`src/rtl/ifm_axis_out.sv`:
```
// ifm_axis_out: RX interface-manager output stage.
// Each frame is sent in two parts, always in this order:
//   1. The good-frame FIFO contents go onto the S2MM data stream.
//   2. The frame's control words from the ctrl FIFO go onto the S2MM status stream.
// Both FIFOs are first-word-fall-through (FWFT): the head word is visible before it is popped.
// A status packet is cut off at C_STS_WORDS words. Any surplus words are flushed.
// A status packet that is too short or too long sets the sticky sts_err flag.
// Optional build macro IFM_AXIS_OUT_REG_EN: the data stream is driven from a 2-entry skid
// register slice instead of combinationally from the FIFO head.
module ifm_axis_out #(
  parameter int C_STS_WORDS = 6,
  parameter int C_FRM_CNT_W = 16
) (
  input  logic                   s2mm_clk,
  input  logic                   s2mm_resetn,
  input  logic [72:0]            good_fifo_rdata,
  input  logic                   good_fifo_empty,
  output logic                   good_fifo_rden,
  input  logic [36:0]            ctrl_fifo_rdata,
  input  logic                   ctrl_fifo_empty,
  output logic                   ctrl_fifo_rden,
  output logic [63:0]            s2mm_tdata,
  output logic [7:0]             s2mm_tkeep,
  output logic                   s2mm_tlast,
  output logic                   s2mm_tvalid,
  input  logic                   s2mm_tready,
  output logic [31:0]            s2mm_sts_tdata,
  output logic [3:0]             s2mm_sts_tkeep,
  output logic                   s2mm_sts_tlast,
  output logic                   s2mm_sts_tvalid,
  input  logic                   s2mm_sts_tready,
  output logic [C_FRM_CNT_W-1:0] frame_cnt,
  output logic                   sts_err,
  output logic [3:0]             ifm_axis_dbg
);

  typedef enum logic [1:0] {
    S_IDLE  = 2'd0,
    S_DATA  = 2'd1,
    S_STS   = 2'd2,
    S_FLUSH = 2'd3
  } state_t;

  localparam logic [3:0] WLAST = 4'(C_STS_WORDS - 1);

  state_t                 state_q;
  logic [3:0]             wcnt_q;
  logic [C_FRM_CNT_W-1:0] frame_cnt_q;
  logic                   sts_err_q;

  // data_done: the beat carrying tlast was accepted downstream.
  logic data_done;
  logic ctrl_last;
  logic wcnt_at_last;
  logic sts_vld;
  logic sts_hs;

  assign ctrl_last    = ctrl_fifo_rdata[36];
  assign wcnt_at_last = (wcnt_q == WLAST);

  // Status stream is combinational from the ctrl FIFO head.
  // tlast is forced on the final allowed word even if the packet lacks its own last marker.
  assign sts_vld         = (state_q == S_STS) & ~ctrl_fifo_empty;
  assign sts_hs          = sts_vld & s2mm_sts_tready;
  assign s2mm_sts_tvalid = sts_vld;
  assign s2mm_sts_tdata  = ctrl_fifo_rdata[31:0];
  assign s2mm_sts_tkeep  = ctrl_fifo_rdata[35:32];
  assign s2mm_sts_tlast  = sts_vld & (ctrl_last | wcnt_at_last);
  assign ctrl_fifo_rden  = sts_hs | ((state_q == S_FLUSH) & ~ctrl_fifo_empty);

`ifdef IFM_AXIS_OUT_REG_EN
  // Skid slice: out_* is the presented beat, skid_* catches one extra beat.
  // The FIFO pop decision looks only at registered occupancy, so it never waits on tready.
  logic        out_vld_q, out_vld_d;
  logic        skid_vld_q, skid_vld_d;
  logic        last_in_q, last_in_d;
  logic [72:0] out_word_q, out_word_d;
  logic [72:0] skid_word_q, skid_word_d;
  logic        pop_en;
  logic        out_take;

  // Next-state for the skid slice and the tlast-already-popped flag.
  always_comb begin
    pop_en      = (state_q == S_DATA) & ~good_fifo_empty & ~last_in_q
                  & ~(out_vld_q & skid_vld_q);
    out_take    = ~out_vld_q | s2mm_tready;
    out_vld_d   = out_vld_q;
    out_word_d  = out_word_q;
    skid_vld_d  = skid_vld_q;
    skid_word_d = skid_word_q;
    last_in_d   = last_in_q;
    if (out_take) begin
      out_vld_d  = skid_vld_q | pop_en;
      out_word_d = skid_vld_q ? skid_word_q : good_fifo_rdata;
      skid_vld_d = skid_vld_q & pop_en;
      if (skid_vld_q & pop_en) begin
        skid_word_d = good_fifo_rdata;
      end
    end else if (pop_en) begin
      skid_vld_d  = 1'b1;
      skid_word_d = good_fifo_rdata;
    end
    if (data_done) begin
      last_in_d = 1'b0;
    end else if (pop_en & good_fifo_rdata[72]) begin
      last_in_d = 1'b1;
    end
  end

  // Slice control flops; a reset drops any partially buffered frame.
  always_ff @(posedge s2mm_clk or negedge s2mm_resetn) begin
    if (!s2mm_resetn) begin
      out_vld_q  <= 1'b0;
      skid_vld_q <= 1'b0;
      last_in_q  <= 1'b0;
    end else begin
      out_vld_q  <= out_vld_d;
      skid_vld_q <= skid_vld_d;
      last_in_q  <= last_in_d;
    end
  end

  // Slice payload flops, qualified by the valid bits above.
  always_ff @(posedge s2mm_clk) begin
    out_word_q  <= out_word_d;
    skid_word_q <= skid_word_d;
  end

  assign good_fifo_rden = pop_en;
  assign s2mm_tvalid    = out_vld_q;
  assign s2mm_tdata     = out_word_q[63:0];
  assign s2mm_tkeep     = out_word_q[71:64];
  assign s2mm_tlast     = out_vld_q & out_word_q[72];
  assign data_done      = out_vld_q & s2mm_tready & out_word_q[72];
`else
  // Zero-latency data path straight from the FWFT head.
  logic data_vld;

  assign data_vld       = (state_q == S_DATA) & ~good_fifo_empty;
  assign good_fifo_rden = data_vld & s2mm_tready;
  assign s2mm_tvalid    = data_vld;
  assign s2mm_tdata     = good_fifo_rdata[63:0];
  assign s2mm_tkeep     = good_fifo_rdata[71:64];
  assign s2mm_tlast     = data_vld & good_fifo_rdata[72];
  assign data_done      = good_fifo_rden & good_fifo_rdata[72];
`endif

  // Frame sequencer: data phase, status phase, and recovery from over-long status packets.
  always_ff @(posedge s2mm_clk or negedge s2mm_resetn) begin
    if (!s2mm_resetn) begin
      state_q     <= S_IDLE;
      wcnt_q      <= 4'd0;
      frame_cnt_q <= '0;
      sts_err_q   <= 1'b0;
    end else begin
      case (state_q)
        S_IDLE: begin
          if (!good_fifo_empty) begin
            state_q <= S_DATA;
          end
        end
        S_DATA: begin
          if (data_done) begin
            state_q <= S_STS;
          end
        end
        S_STS: begin
          if (sts_hs) begin
            if (ctrl_last | wcnt_at_last) begin
              frame_cnt_q <= frame_cnt_q + 1'b1;
              wcnt_q      <= 4'd0;
              if (ctrl_last) begin
                state_q <= S_IDLE;
                if (!wcnt_at_last) begin
                  sts_err_q <= 1'b1;
                end
              end else begin
                sts_err_q <= 1'b1;
                state_q   <= S_FLUSH;
              end
            end else begin
              wcnt_q <= wcnt_q + 4'd1;
            end
          end
        end
        S_FLUSH: begin
          if (!ctrl_fifo_empty && ctrl_last) begin
            state_q <= S_IDLE;
          end
        end
        default: state_q <= S_IDLE;
      endcase
    end
  end

  assign frame_cnt    = frame_cnt_q;
  assign sts_err      = sts_err_q;
  assign ifm_axis_dbg = {good_fifo_empty, 1'b0, state_q};

endmodule
```
`config.mk`:
```
export PLATFORM = sky130hd
export DESIGN_NAME = ifm_axis_out
export DESIGN_NICKNAME = d
export VERILOG_FILES = /design/src/rtl/ifm_axis_out.sv
export SDC_FILE = /design/constraint.sdc
export NUM_CORES = 1
export LEC_CHECK = 0
export ABC_AREA = 1
export BUFFER_PORTS_ARGS = -buffer_cell sky130_fd_sc_hd__clkbuf_2
export CORE_ASPECT_RATIO = 0.6
export CORE_MARGIN = 8
export CORE_UTILIZATION = 35
export CTS_CLUSTER_SIZE = 25
export DETAILED_ROUTE_END_ITERATION = 10
export GPL_TIMING_DRIVEN = 0
export PLACE_DENSITY_LB_ADDON = 0.15
export SETUP_SLACK_MARGIN = 0.4
export SYNTH_ARGS = -nofsm -noshare
export SYNTH_HDL_FRONTEND = slang
export SYNTH_SLANG_ARGS = --single-unit
```
`constraint.sdc`:
```
create_clock -name s2mm_clk -period 1.9 [get_ports s2mm_clk]
set_input_delay 0.285 -clock s2mm_clk [delete_from_list [all_inputs] [get_ports s2mm_clk]]
set_output_delay 0.285 -clock s2mm_clk [all_outputs]
set_load 0.05 [all_outputs]
```
## Yosys cells after proc, flatten, opt, wreduce, memory -nomap -nowiden

Cells that the tools add are included.

| word-level totals | value |
|---|---|
| register bits after elaboration | 23 |
| bits of input ports | 116 |
| output and inout port bits | 135 |
| word-level logic and storage cells | 45 |

| operators by class | value |
|---|---|
| reduce and logical (&&, ||, !) cells | 7 |
| add/subtract/negate cells | 2 |
| mux-type cells | 10 |
| equality and inequality tests | 10 |
| bitwise gates (word level) | 12 |

Operator list:

| cell | number |
|---|---|
| $add 16x1->16 const B | 1 |
| $mux 2 | 6 |
| $and 1x1->1 | 8 |
| $ne 2x2->1 const B | 4 |
| $pmux 2 s4 | 1 |
| $reduce_and 5->1 | 1 |
| $add 4x1->4 const B | 1 |
| $eq 2x2->1 const B | 2 |
| $eq 4x3->1 const B | 1 |
| $mux 4 | 1 |
| $ne 2x1->1 const B | 2 |
| $reduce_and 4->1 | 1 |
| $reduce_and 3->1 | 1 |
| $eq 2x1->1 const B | 1 |
| $logic_not 2->1 | 1 |
| $mux 1 | 2 |
| $not 1->1 | 2 |
| $or 1x1->1 | 2 |
| $reduce_and 2->1 | 1 |
| $logic_and 1x1->1 | 1 |
| $logic_not 1->1 | 1 |

## Depth between registers and ports, before layout

| logic depth | value |
|---|---|
| depth in word-level cells | 6 |
| mapped depth | 9 |
| mapped depth without buffers | 9 |

## Least setup slack after synthesis

Ideal clock, no wire load.

| timing path | value |
|---|---|
| path kind | reg2out |
| start point | reg state_q[0] |
| end point | out good_fifo_rden |
| cell stages (with the launch flop) | 5 |
| arrival | 2,389 ps |
| path buffers | 0 |
| setup slack | -774 ps |
| data required time | 1,615 ps |
| cell sequence | dfrtp_1 nand2_1 nor2_1 inv_1 nor2_1 |

| between the ends | value |
|---|---|
| cells in the longest elaborated chain, start to end | 3 |

Ends and longest elaborated chain:

| what | line | source |
|---|---|---|
| start: declaration | 46 | `state_t state_q;` |
| start signal: assignment | 151 | `state_q <= S_IDLE;` |
| start signal: assignment | 159 | `state_q <= S_DATA;` |
| start signal: assignment | 164 | `state_q <= S_STS;` |
| $eq 2x1->1 | 139 | `assign data_vld = (state_q == S_DATA) & ~good_fifo_empty;` |
| $and 1x1->1 | 139 |  |
| named net s2mm_tvalid | 25 | `output logic s2mm_tvalid,` |
| $and 1x1->1 | 140 | `assign good_fifo_rden = data_vld & s2mm_tready;` |
| end: declaration | 18 | `output logic good_fifo_rden,` |

The timed path passes the listed nets, and every way through them passes these cells.

## Worst setup path after layout

| timing path | value |
|---|---|
| start point | reg wcnt_q[1] |
| end point | out s2mm_sts_tlast |

| between the ends | value |
|---|---|
| cells in the longest elaborated chain, start to end | 3 |

Ends and longest elaborated chain:

| what | line | source |
|---|---|---|
| start: declaration | 47 | `logic [3:0] wcnt_q;` |
| start signal: assignment | 182 | `wcnt_q <= wcnt_q + 4'd1;` |
| $eq 4x3->1 | 59 | `assign wcnt_at_last = (wcnt_q == WLAST);` |
| $or 1x1->1 | 68 | `assign s2mm_sts_tlast = sts_vld & (ctrl_last \| wcnt_at_last);` |
| $and 1x1->1 | 68 |  |
| end: declaration | 29 | `output logic s2mm_sts_tlast,` |

No other way between the ends.

==> summary.md <==
| Metric | Value |
|---|---|
| Peak VDD IR | `between 0.0004 and 0.0005 V` |
| PortBufs | `141` |
| Synth Instances | `298` |
| Clock transition at path regs | `90 ps` |
| Die H | `78.2 um` |
| Setup ws final | `201 ps` |
| CP required | `1620 ps` |
| Avg Cell Area, Syn | `between 7 and 8 um2` |
| Dominant cells by area after synthesis | `buf_4 (37%), dfrtp_1 (26%), nand2_1 (9.5%)` |
| Post-synth top cells | `buf_4 (110), nand2_1 (57), inv_1 (26)` |
| Number of global-route vias before repair | `about 2.4k` |
| WS Path Type | `reg2out` |
| Top-area cell type share of the netlist area | `0.366` |
| Pre-CTS WS | `328 ps` |
| H-tree Lvls | `1` |
| Core ar. | `6170 um2` |
| Fin Clk Skew | `9.01 ps` |
| Fmax | `between 500 and 600 MHz` |
| Ant diodes | `0` |
| Cell Pwr Density | `~960 nW/um2` |
| Initial antenna violation count | `0` |
| Total power | `between 3 and 4 mW` |
| Leakage | `1.97 nW` |
| Final ANT Viol Nets | `0` |
| Reg2Reg Setup Slack | `380 ps` |
| R2R Path End | `frame_cnt[7]` |
| Final setup fails | `0` |
| Relative slew slack | `0.606` |
| Post-Syn Area | `~2300 um2` |
| CP arrival | `1410 ps` |
| Largest net degree at the start of global routing | `24` |
| Post-synth EDFFs | `0` |
| Worst-skew pair later-pin latency | `270 ps` |
| Num Clock Sinks | `23` |
| Vias | `2246` |
| Fin. Hold Viols | `0` |
| Io pins | `around 250` |
| RSZ-0062 raised after global routing | `yes` |
| Most common cell in the synthesized netlist | `buf_4` |
| First-pass GRT wire length | `11600 um` |
| Placed cell count | `523` |
| Period Utilization, post-route | `0.894` |
| DRC | `0` |
| Grt total ovfl | `0` |
| Finished Layout Cells | `545` |
| Initial Util | `0.366` |
| Combinational Power Share | `0.662` |
| # rows | `22` |
| Die Span X | `around 120 um` |
| Seq pwr share | `0.244` |
| Max-slew violations | `0` |
| Outcome | `finished, final reports clean` |
| Critical path capture point type | `output pin` |
| Fin crit period | `1700 ps` |
| NetSw | `about 1.8 mW` |
| Sequential fraction of the synthesis area | `0.255` |
| Synth area leader | `buf_4` |
| Layout area overhead | `54.1%` |
| Clock Tree Buf Depth | `2` |
| Design area | `3470 um2` |
| WL/cell | `13.9 um` |
| Worst Path Max Fanout | `2` |
| CTS Buf Count | `3` |
| Layout Nets | `581` |
| Tightest Pin Transition | `591 ps` |
| Die ar. | `9350 um2` |
| Hold_ws | `0.934 ps` |
| Hold WC Path Type | `in2async` |
| Startpoint types | `flop` |
| Clock share of power | `0.093` |
| GRT Overall Usage | `0.146` |
| YS warnings | `0` |
| Global placement routability congestion | `0.780` |
| Maxcap violations | `0` |
| Post-Place Cell Area | `3120 um2` |
| Post-synth cell types | `25` |
| Layout cells sized above 1 | `0.692` |
| Post-layout util | `0.564` |
| TNS Setup | `0 ps` |
| Reg2reg path depth | `8` |
| Via/cell ratio | `roughly 4` |
| CTS Root Cell | `clkbuf_8` |
| TritonCTS clock tree | `yes` |
| Syn_nets | `roughly 420` |
| Net Sw Frac | `0.541` |
| Primary FF master, synth | `dfrtp_1` |
| Int Power | `1.53 mW` |
| DPL Wire Length | `6550 um` |
| Final WL | `7570 um` |
| Synth Register Bits | `23` |
| Post-synth ARST share | `1.00` |
| Drt pass-1 iters | `4` |
| RR Startpoint | `wcnt_q[0]` |
| DR iter-0 viols | `80` |
[what timing repair did]
item / in CTS / in global routing
setup buffers: 7 / 10
endpoints found under the setup margin: 6 / 23
hold buffers: 0 / 0
cloned: 0 / 1
pin swaps: 3 / 5
gates resized for setup: 16 / 28
[power groups by stage]
stage / registers, mW / logic, mW / clock network (mW)
finish: 0.813 / 2.20 / 0.311
global route: 0.837 / 2.36 / 0.346
CTS: 0.806 / 2.03 / 0.323
detailed placement: 0.833 / 1.85 / 0
global placement: 0.831 / 1.84 / 0
floorplan: 1.16 / 1.14 / 0
[routing by layer]
layer,part of all wire,global-route usage,up-vias
li1,-,-,1135
met1,0.37,0.156,1008
met2,0.53,0.275,101
met3,0.098,0.0607,2
met4,0.0020,0.0112,0
met5,0,0,-
[worst max-delay path by stage]
| stage | start | to | slack [ps] | cells past startpoint |
|---|---|---|---|---|
| global route | wcnt_q[1] | s2mm_sts_tlast | 130 | 7 |
| global placement | wcnt_q[1] | s2mm_sts_tlast | 340 | 7 |
| floorplan | state_q[1] | good_fifo_rden | 160 | 5 |
| CTS | wcnt_q[1] | s2mm_sts_tlast | 180 | 7 |
| finish | wcnt_q[1] | s2mm_sts_tlast | 200 | 7 |
| detailed placement | wcnt_q[1] | s2mm_sts_tlast | 330 | 7 |
[state kept, by name, summed over array words and instances, names as in the netlist]
register and count:
frame_cnt 16, sts_err 1, state_q 2, wcnt_q 4
[critical path: stages, from the launching register on]
cell and delay, ps:
dfrtp_1 400, inv_2 80, ha_4 120, nand3b_1 120, nand2_2 110, inv_2 50, nor2_4 110, buf_8 150
[cell type report]
| class | instances | area (um2) |
|---|---|---|
| clock buffers | 3 | 41.3 |
| flip-flops and latches | 23 | 586 |
| multi-input cells | 135 | 852 |
| repair buffers | 159 | 915 |
| fillers | 574 | 2690 |
| well taps | 84 | 105 |
| inverters | 28 | 110 |
| clock inverters | 1 | 5.00 |
| plain buffers | 112 | 861 |
[cell usage in the layout (no fill, tap or decap), types with 2 or more instances in the layout]
| master | count |
|---|---|
| inv_1 | 21 |
| buf_4 | 126 |
| clkbuf_8 | 3 |
| o21ai_0 | 7 |
| nand2_1 | 53 |
| nor2_2 | 2 |
| nand3_2 | 2 |
| nand3_1 | 7 |
| dfrtp_2 | 8 |
| nand4_1 | 7 |
| nand3_4 | 2 |
| xor2_2 | 3 |
| nand2_2 | 3 |
| nor2_4 | 10 |
| nand3b_1 | 2 |
| o21ai_1 | 3 |
| ha_4 | 2 |
| nor2_1 | 14 |
| a21oi_1 | 3 |
| inv_2 | 6 |
| xor2_1 | 5 |
| clkbuf_2 | 135 |
| dfrtp_1 | 15 |
| buf_8 | 6 |
[kinds of logic after synthesis]
family,synth area share
buf+inv,0.423
simple gates,0.221
flops,0.255
compound gates,0.0411
xor+xnor,0.0411
fa+ha+maj,0.0166
other cells,0.00166
Note: power is estimated with default switching activity, not from simulation.
